File: config.mk
export PLATFORM = sky130hd
export DESIGN_NAME = pipeline_trace_buffer_flat
export DESIGN_NICKNAME = d
export VERILOG_FILES = /design/src/rtl/mips_trace_pkg.sv /design/src/rtl/pipeline_trace_buffer_if.sv /design/src/rtl/trace_ram.sv /design/src/rtl/pipeline_trace_buffer.sv /design/src/flat_wrapper.sv
export SDC_FILE = /design/constraint.sdc
export NUM_CORES = 1
export LEC_CHECK = 0
export ABC_AREA = 1
export CAP_MARGIN = 20
export CORE_UTILIZATION = 51
export DETAILED_ROUTE_END_ITERATION = 8
export PLACE_DENSITY = 0.71
export RECOVER_POWER = 50
export SLEW_MARGIN = 20
export SYNTH_ARGS = -nofsm -noshare
export SYNTH_HDL_FRONTEND = slang
export SYNTH_SLANG_ARGS = --single-unit
File: constraint.sdc
create_clock -name clk -period 3.52 [get_ports clk]
set_input_delay 0.528 -clock clk [delete_from_list [all_inputs] [get_ports clk]]
set_output_delay 0.528 -clock clk [all_outputs]
set_load 0.005 [all_outputs]
File: src/rtl/mips_trace_pkg.sv
// Shared definitions for the MipsCPU28 retirement trace buffer.
// Contents:
//   OVF_STOP / OVF_WRAP  overflow-mode selectors for the OVF_MODE parameter
//   TRACE_ENTRY_W        width of one trace entry {syscall, show, pc, data}
//   DATA_LSB, pc_lsb, show_bit, syscall_bit  field offsets inside an entry
package mips_trace_pkg;

  localparam int OVF_STOP = 0;
  localparam int OVF_WRAP = 1;

  localparam int DATA_LSB = 0;

  function automatic int TRACE_ENTRY_W(input int pc_w, input int data_w);
    return 2 + pc_w + data_w;
  endfunction

  function automatic int pc_lsb(input int data_w);
    return data_w;
  endfunction

  function automatic int show_bit(input int pc_w, input int data_w);
    return data_w + pc_w;
  endfunction

  function automatic int syscall_bit(input int pc_w, input int data_w);
    return data_w + pc_w + 1;
  endfunction

endpackage

File: src/rtl/pipeline_trace_buffer_if.sv
// Capture/drain bus of the retirement trace buffer.
//   wb_valid, wb_pc, wb_data, wb_syscall, wb_show : retiring instruction from WB
//   rd_req                                         : pop request
//   rd_valid, rd_entry                             : popped entry (registered)
// master = CPU/drain side, slave = trace buffer.
interface pipeline_trace_buffer_if #(
  parameter int PC_W   = 12,
  parameter int DATA_W = 32
);
  import mips_trace_pkg::*;

  logic                                    wb_valid;
  logic [PC_W-1:0]                         wb_pc;
  logic [DATA_W-1:0]                       wb_data;
  logic                                    wb_syscall;
  logic                                    wb_show;
  logic                                    rd_req;
  logic                                    rd_valid;
  logic [TRACE_ENTRY_W(PC_W, DATA_W)-1:0]  rd_entry;

  modport master (
    output wb_valid, wb_pc, wb_data, wb_syscall, wb_show, rd_req,
    input  rd_valid, rd_entry
  );

  modport slave (
    input  wb_valid, wb_pc, wb_data, wb_syscall, wb_show, rd_req,
    output rd_valid, rd_entry
  );

endinterface

File: src/rtl/trace_ram.sv
// Simple dual-port trace storage: one synchronous write port, one synchronous
// registered read port (read-first when both ports hit the same address).
//   clk    clock
//   srst   synchronous clear of the read data register only
//   we, waddr, wdata  write port
//   re, raddr, rdata  read port; rdata updates the edge after re
module trace_ram #(
  parameter  int DEPTH = 16,
  parameter  int WIDTH = 46,
  localparam int AW    = $clog2(DEPTH)
) (
  input  logic             clk,
  input  logic             srst,
  input  logic             we,
  input  logic [AW-1:0]    waddr,
  input  logic [WIDTH-1:0] wdata,
  input  logic             re,
  input  logic [AW-1:0]    raddr,
  output logic [WIDTH-1:0] rdata
);

  logic [WIDTH-1:0] mem [DEPTH];

  always_ff @(posedge clk) begin
    if (we) mem[waddr] <= wdata;
  end

  always_ff @(posedge clk) begin
    if (srst)    rdata <= '0;
    else if (re) rdata <= mem[raddr];
  end

endmodule

File: src/rtl/pipeline_trace_buffer.sv
// Retirement trace FIFO for the 5-stage MipsCPU28 pipeline, with
// freeze-on-syscall, stop/wrap overflow handling and saturating
// cycle/retire/stall counters.
//   clk, CPU_RESETN  clock and synchronous active-low reset
//   bus              capture/drain interface (slave side)
//   pc_enable        pipeline advancing (0 = stall cycle)
//   freeze_en        freeze capture after a syscall retires
//   clear            same effect as reset
//   count, empty, full, frozen, overflow  FIFO status
//   cycle_cnt, retire_cnt, stall_cnt      saturating counters
module pipeline_trace_buffer
  import mips_trace_pkg::*;
#(
  parameter  int PC_W     = 12,
  parameter  int DATA_W   = 32,
  parameter  int DEPTH    = 16,
  parameter  int CNT_W    = 32,
  parameter  int OVF_MODE = OVF_STOP,
  localparam int AW       = $clog2(DEPTH),
  localparam int CW       = $clog2(DEPTH) + 1
) (
  input  logic                   clk,
  input  logic                   CPU_RESETN,
  pipeline_trace_buffer_if.slave bus,
  input  logic                   pc_enable,
  input  logic                   freeze_en,
  input  logic                   clear,
  output logic [CW-1:0]          count,
  output logic                   empty,
  output logic                   full,
  output logic                   frozen,
  output logic                   overflow,
  output logic [CNT_W-1:0]       cycle_cnt,
  output logic [CNT_W-1:0]       retire_cnt,
  output logic [CNT_W-1:0]       stall_cnt
);

  localparam int ENTRY_W  = TRACE_ENTRY_W(PC_W, DATA_W);
  localparam int PC_LSB   = pc_lsb(DATA_W);
  localparam int SHOW_BIT = show_bit(PC_W, DATA_W);
  localparam int SYS_BIT  = syscall_bit(PC_W, DATA_W);

  logic [AW-1:0]      wr_ptr, rd_ptr;
  logic [ENTRY_W-1:0] entry, rd_data;
  logic               srst, capture, pop, wr_en, overwrite, lost;

  assign srst    = !CPU_RESETN || clear;
  assign empty   = (count == '0);
  assign full    = (count == CW'(DEPTH));
  assign capture = bus.wb_valid && !frozen;
  assign pop     = bus.rd_req && !empty;

  // A full FIFO still accepts a write when a pop frees a slot this cycle,
  // or in wrap mode where the oldest entry is sacrificed.
  assign wr_en     = capture && (!full || pop || (OVF_MODE == OVF_WRAP));
  assign overwrite = capture && full && !pop && (OVF_MODE == OVF_WRAP);
  assign lost      = capture && full && !pop;

  always_comb begin
    entry                       = '0;
    entry[DATA_LSB +: DATA_W]   = bus.wb_data;
    entry[PC_LSB +: PC_W]       = bus.wb_pc;
    entry[SHOW_BIT]             = bus.wb_show;
    entry[SYS_BIT]              = bus.wb_syscall;
  end

  trace_ram #(
    .DEPTH (DEPTH),
    .WIDTH (ENTRY_W)
  ) u_ram (
    .clk   (clk),
    .srst  (srst),
    .we    (wr_en && !srst),
    .waddr (wr_ptr),
    .wdata (entry),
    .re    (pop),
    .raddr (rd_ptr),
    .rdata (rd_data)
  );

  assign bus.rd_entry = rd_data;

  always_ff @(posedge clk) begin
    if (srst) begin
      wr_ptr       <= '0;
      rd_ptr       <= '0;
      count        <= '0;
      frozen       <= 1'b0;
      overflow     <= 1'b0;
      bus.rd_valid <= 1'b0;
      cycle_cnt    <= '0;
      retire_cnt   <= '0;
      stall_cnt    <= '0;
    end else begin
      if (wr_en) wr_ptr <= wr_ptr + AW'(1);
      if (pop || overwrite) rd_ptr <= rd_ptr + AW'(1);

      // Write+pop and overwrite both leave the occupancy unchanged.
      if (wr_en && !pop && !overwrite) count <= count + CW'(1);
      else if (pop && !wr_en)          count <= count - CW'(1);

      if (lost) overflow <= 1'b1;
      if (freeze_en && capture && bus.wb_syscall) frozen <= 1'b1;

      bus.rd_valid <= pop;

      if (cycle_cnt != '1)                 cycle_cnt  <= cycle_cnt + CNT_W'(1);
      if (bus.wb_valid && retire_cnt != '1) retire_cnt <= retire_cnt + CNT_W'(1);
      if (!pc_enable && stall_cnt != '1)   stall_cnt  <= stall_cnt + CNT_W'(1);
    end
  end

endmodule

File: src/flat_wrapper.sv
// flat-port wrapper written by rule: the top's interface ports become plain ports
module pipeline_trace_buffer_flat import mips_trace_pkg::*;
#(
  parameter  int PC_W     = 12,
  parameter  int DATA_W   = 32,
  parameter  int DEPTH    = 16,
  parameter  int CNT_W    = 32,
  parameter  int OVF_MODE = OVF_STOP,
  localparam int AW       = $clog2(DEPTH),
  localparam int CW       = $clog2(DEPTH) + 1
)
  (clk, CPU_RESETN, pc_enable, freeze_en, clear, count, empty, full, frozen, overflow, cycle_cnt, retire_cnt, stall_cnt, bus_wb_valid, bus_wb_pc, bus_wb_data, bus_wb_syscall, bus_wb_show, bus_rd_req, bus_rd_valid, bus_rd_entry);
  pipeline_trace_buffer_if #(.PC_W(PC_W), .DATA_W(DATA_W)) bus_i ();
  input  logic clk;
  input  logic CPU_RESETN;
  input  logic pc_enable;
  input  logic freeze_en;
  input  logic clear;
  output logic [CW-1:0] count;
  output logic empty;
  output logic full;
  output logic frozen;
  output logic overflow;
  output logic [CNT_W-1:0] cycle_cnt;
  output logic [CNT_W-1:0] retire_cnt;
  output logic [CNT_W-1:0] stall_cnt;
  input wire logic [$bits(bus_i.wb_valid)-1:0] bus_wb_valid;
  input wire logic [$bits(bus_i.wb_pc)-1:0] bus_wb_pc;
  input wire logic [$bits(bus_i.wb_data)-1:0] bus_wb_data;
  input wire logic [$bits(bus_i.wb_syscall)-1:0] bus_wb_syscall;
  input wire logic [$bits(bus_i.wb_show)-1:0] bus_wb_show;
  input wire logic [$bits(bus_i.rd_req)-1:0] bus_rd_req;
  output wire logic [$bits(bus_i.rd_valid)-1:0] bus_rd_valid;
  output wire logic [$bits(bus_i.rd_entry)-1:0] bus_rd_entry;
  assign bus_i.wb_valid = bus_wb_valid;
  assign bus_i.wb_pc = bus_wb_pc;
  assign bus_i.wb_data = bus_wb_data;
  assign bus_i.wb_syscall = bus_wb_syscall;
  assign bus_i.wb_show = bus_wb_show;
  assign bus_i.rd_req = bus_rd_req;
  assign bus_rd_valid = bus_i.rd_valid;
  assign bus_rd_entry = bus_i.rd_entry;
  pipeline_trace_buffer #(.PC_W(PC_W), .DATA_W(DATA_W), .DEPTH(DEPTH), .CNT_W(CNT_W), .OVF_MODE(OVF_MODE)) u_core (.clk(clk), .CPU_RESETN(CPU_RESETN), .bus(bus_i), .pc_enable(pc_enable), .freeze_en(freeze_en), .clear(clear), .count(count), .empty(empty), .full(full), .frozen(frozen), .overflow(overflow), .cycle_cnt(cycle_cnt), .retire_cnt(retire_cnt), .stall_cnt(stall_cnt));
endmodule
==> results.md <==
- Cell mode on critical path: inv_1
- Max-cap violations: 1
- GRT Overall Usage: 24.41%
- Post-DP Area: 41,270 sq um
- Core footprint: 73,450 sq um
- DRT antenna net count: 0
- TritonRoute pass-1 iters: 5
- Vias: 27,130
- Antenna violations before repair: 2
- Share of cells above drive strength 1: 6.912%
- Final Cell Area: 44,380 sq um
- Violated checks: capacitance limit, slew limit
- Setup violations, final: 0
- Post-synth EDFFs: 736
- WL/cell: 18.66 um
- Async SR Flop Fraction: 0%
- Max Clk Rate: 0.3275 GHz
- Final Max Tran Viols: 34
- Peak supply drop: 0.3256 mV
- Rows: 99
- Max Root-Sink Buffers: 3
- Data required, critical path: 4.13 ns
- Status: finished with violations
- Clock Sink Count: 894
- Cells after Synth: 3,748
- Non-Filler Instances: 4,953
- GRT Residual Overflow: 0
- Cell Count Post-Placement: 4,779
- Mapped Area: 38,090 sq um
- CTS Root Cell: clkbuf_16
- Routability cong.: 0.9060
- Critical path cell sequence: dlygate4sd3_1 > inv_1 > nor2_1 > inv_1 > buf_12 > nor2_1 > nand2_1 > inv_1
- Die area: 75,790 sq um
- Yosys warns: 0
- Slowest CP cell: inv_1
- Delay-heaviest family, CP: buffers and inverters
- Setup crit start kind: input pin
- Top cells by area, synth: edfxtp_1 (58%), dfxtp_1 (8.3%), nor2_1 (7.3%), nand2_1 (7.3%), nand3_1 (5.2%)
- Post-synthesis sequential area ratio: 66.32%
- TritonCTS clock tree: yes
- Final period utilization: 86.74%
- Starting Density: 51.86%
- Die width: 275.3 um
- CP Class: input pin to flop
- Data arrival, critical path: 3.66 ns
- Pin count of the biggest net entering global routing: 189
- Average cell area after synthesis: 10.16 sq um
- Syn nets: 3,814
- Top-count cell post-synth: nor2_1
- IO Count: 205
- Clock skew: 0.03281 ns
- Crit. End Element: flop
- HPWL after DPL: 53,090 um
- Via-per-instance ratio: 5.477
- Drt drc: 0
- # hold bufs at CTS: 0
- Area growth from synthesis to layout: 16.49%
- Yosys reg bits: 894
- Worst path bufs/invs: 5
- Synth top cells by count: nor2_1 (742), nand2_1 (737), edfxtp_1 (736)
- Post-Route WL: 92,420 um
- RSZ-0062 raised after global routing: no
- Die Height: 275.3 um
- Port Buffers: 204
- PostCTS Resize Cnt: 0
- Worst path max stage delay: 0.99 ns
- Synth Flop Type: edfxtp_1
- Clock Latency Late Sink: 0.67 ns
- Period minus WS final: 3.053 ns
- CTS Buf Count: 92
- Synth cell types: 37
- Vias in the first global route: 25,756
- Most area-hungry cell type in the Yosys netlist: edfxtp_1
- Post-CTS Setup Repair Bufs: 0
- Clk slew on worst S/H paths: 0.06 ns
- Rel. slew slack: -5.445%
- Leak: 15.95 nW
- Yosys top cell area share: 58.02%
- Global-route wire length before repair: 144,200 um
- Crit Path Max Fanout: 57
- Hold Crit Class: input pin to flop
- Actual slew at the worst max-slew pin: 1.580 ns
- H-tree depth: 3
- Hold violation count in the final report: 0
- Starting DRT DRC Count: 2,659
- Nets: 3,980
- Pwr dens: 530.9 nW/um^2
==> metrics by stage <==
stage / util [%] / hold slack, ns / worst slack (ns) / power, mW / setup TNS, ns
final: 60.41 / 0.4732 / 0.4666 / 23.56 / 0
after global routing: 60.41 / 0.4941 / 0.2583 / 24.34 / 0
after CTS: 60.49 / 0.4410 / 0.7617 / 23.74 / 0
after detailed placement: 56.19 / 0.4708 / 0.5062 / 13.76 / 0
after global placement: 56.19 / 0.4651 / 0.5435 / 13.73 / 0
after floorplan: - / 0.4605 / -0.1429 / 13.01 / -46.46
==> cell usage in the layout (no fill, tap or decap), types with 19 or more instances in the layout <==
master and instances:
a21oi_1 47, a21oi_2 30, buf_12 19, buf_4 39, clkbuf_1 27, clkbuf_16 92, clkdlybuf4s50_1 51, dfxtp_1 154
dlygate4sd3_1 153, edfxtp_1 736, inv_1 250, nand2_1 737, nand3_1 396, nor2_1 726, nor2_4 21, o211ai_1 86
o21ai_0 253, xor2_1 27
==> layout make-up <==
type                       instances  area, sq um
sequential                       894        25280
timing repair buffer             265         2730
clock inverter                    41        576.8
antenna                            1        2.502
tap                              959         1200
fill                            5875        29080
multi-input combinational       2403        11020
inverter                         258        991.0
clock buffer                     132         2582
==> sequential cells by signal (all words and copies together) (netlist names) <==
register and flops:
u_core.bus.rd_valid 1, u_core.stall_cnt 32, u_core.cycle_cnt 32, u_core.retire_cnt 32, u_core.u_ram.rdata 46, u_core.overflow 1
u_core.count 5, u_core.u_ram.mem 736, u_core.wr_ptr 4, u_core.rd_ptr 4, u_core.frozen 1
==> logic make-up after synthesis <==
| family | share of synthesized area [%] |
|---|---|
| flops | 66.32 |
| compound gates | 6.523 |
| simple gates | 20.74 |
| xor+xnor | 0.9886 |
| buf+inv | 4.976 |
| fa+ha+maj | 0.4467 |
==> layer usage <==
layer | up-vias | track usage (%) | share of wire, %
li1 | 12990 | - | -
met1 | 12946 | 33.95 | 43
met2 | 1048 | 39.94 | 47
met3 | 142 | 3.428 | 7.3
met4 | 4 | 7.415 | 2.2
met5 | - | 0 | 0.025
==> power breakdown <==
group	switching (mW)	internal, mW
registers	0.0586	11.5
logic	1.31	0.613
clock network	4.15	5.90
total	5.52	18.0
==> tightest hold or removal path, delay by kind of cell <==
kind / cells / cell delay (ns)
AND/OR/NAND/NOR: 1 / 0.08
AO/OA/AOI/OAI: 1 / 0.05
buffers and inverters: 1 / 0.41
==> final timing paths <==
kind,slack (ns),cells after the start,endpoint,from
worst min-delay path,0.47,3,u_core.frozen,freeze_en
worst max-delay path,0.47,8,u_core.u_ram.rdata[1],CPU_RESETN
worst min register to register,0.48,2,u_core.frozen,u_core.frozen
worst max register to register,0.70,16,u_core.count[4],u_core.count[0]
(Power assumes the default switching activity.)
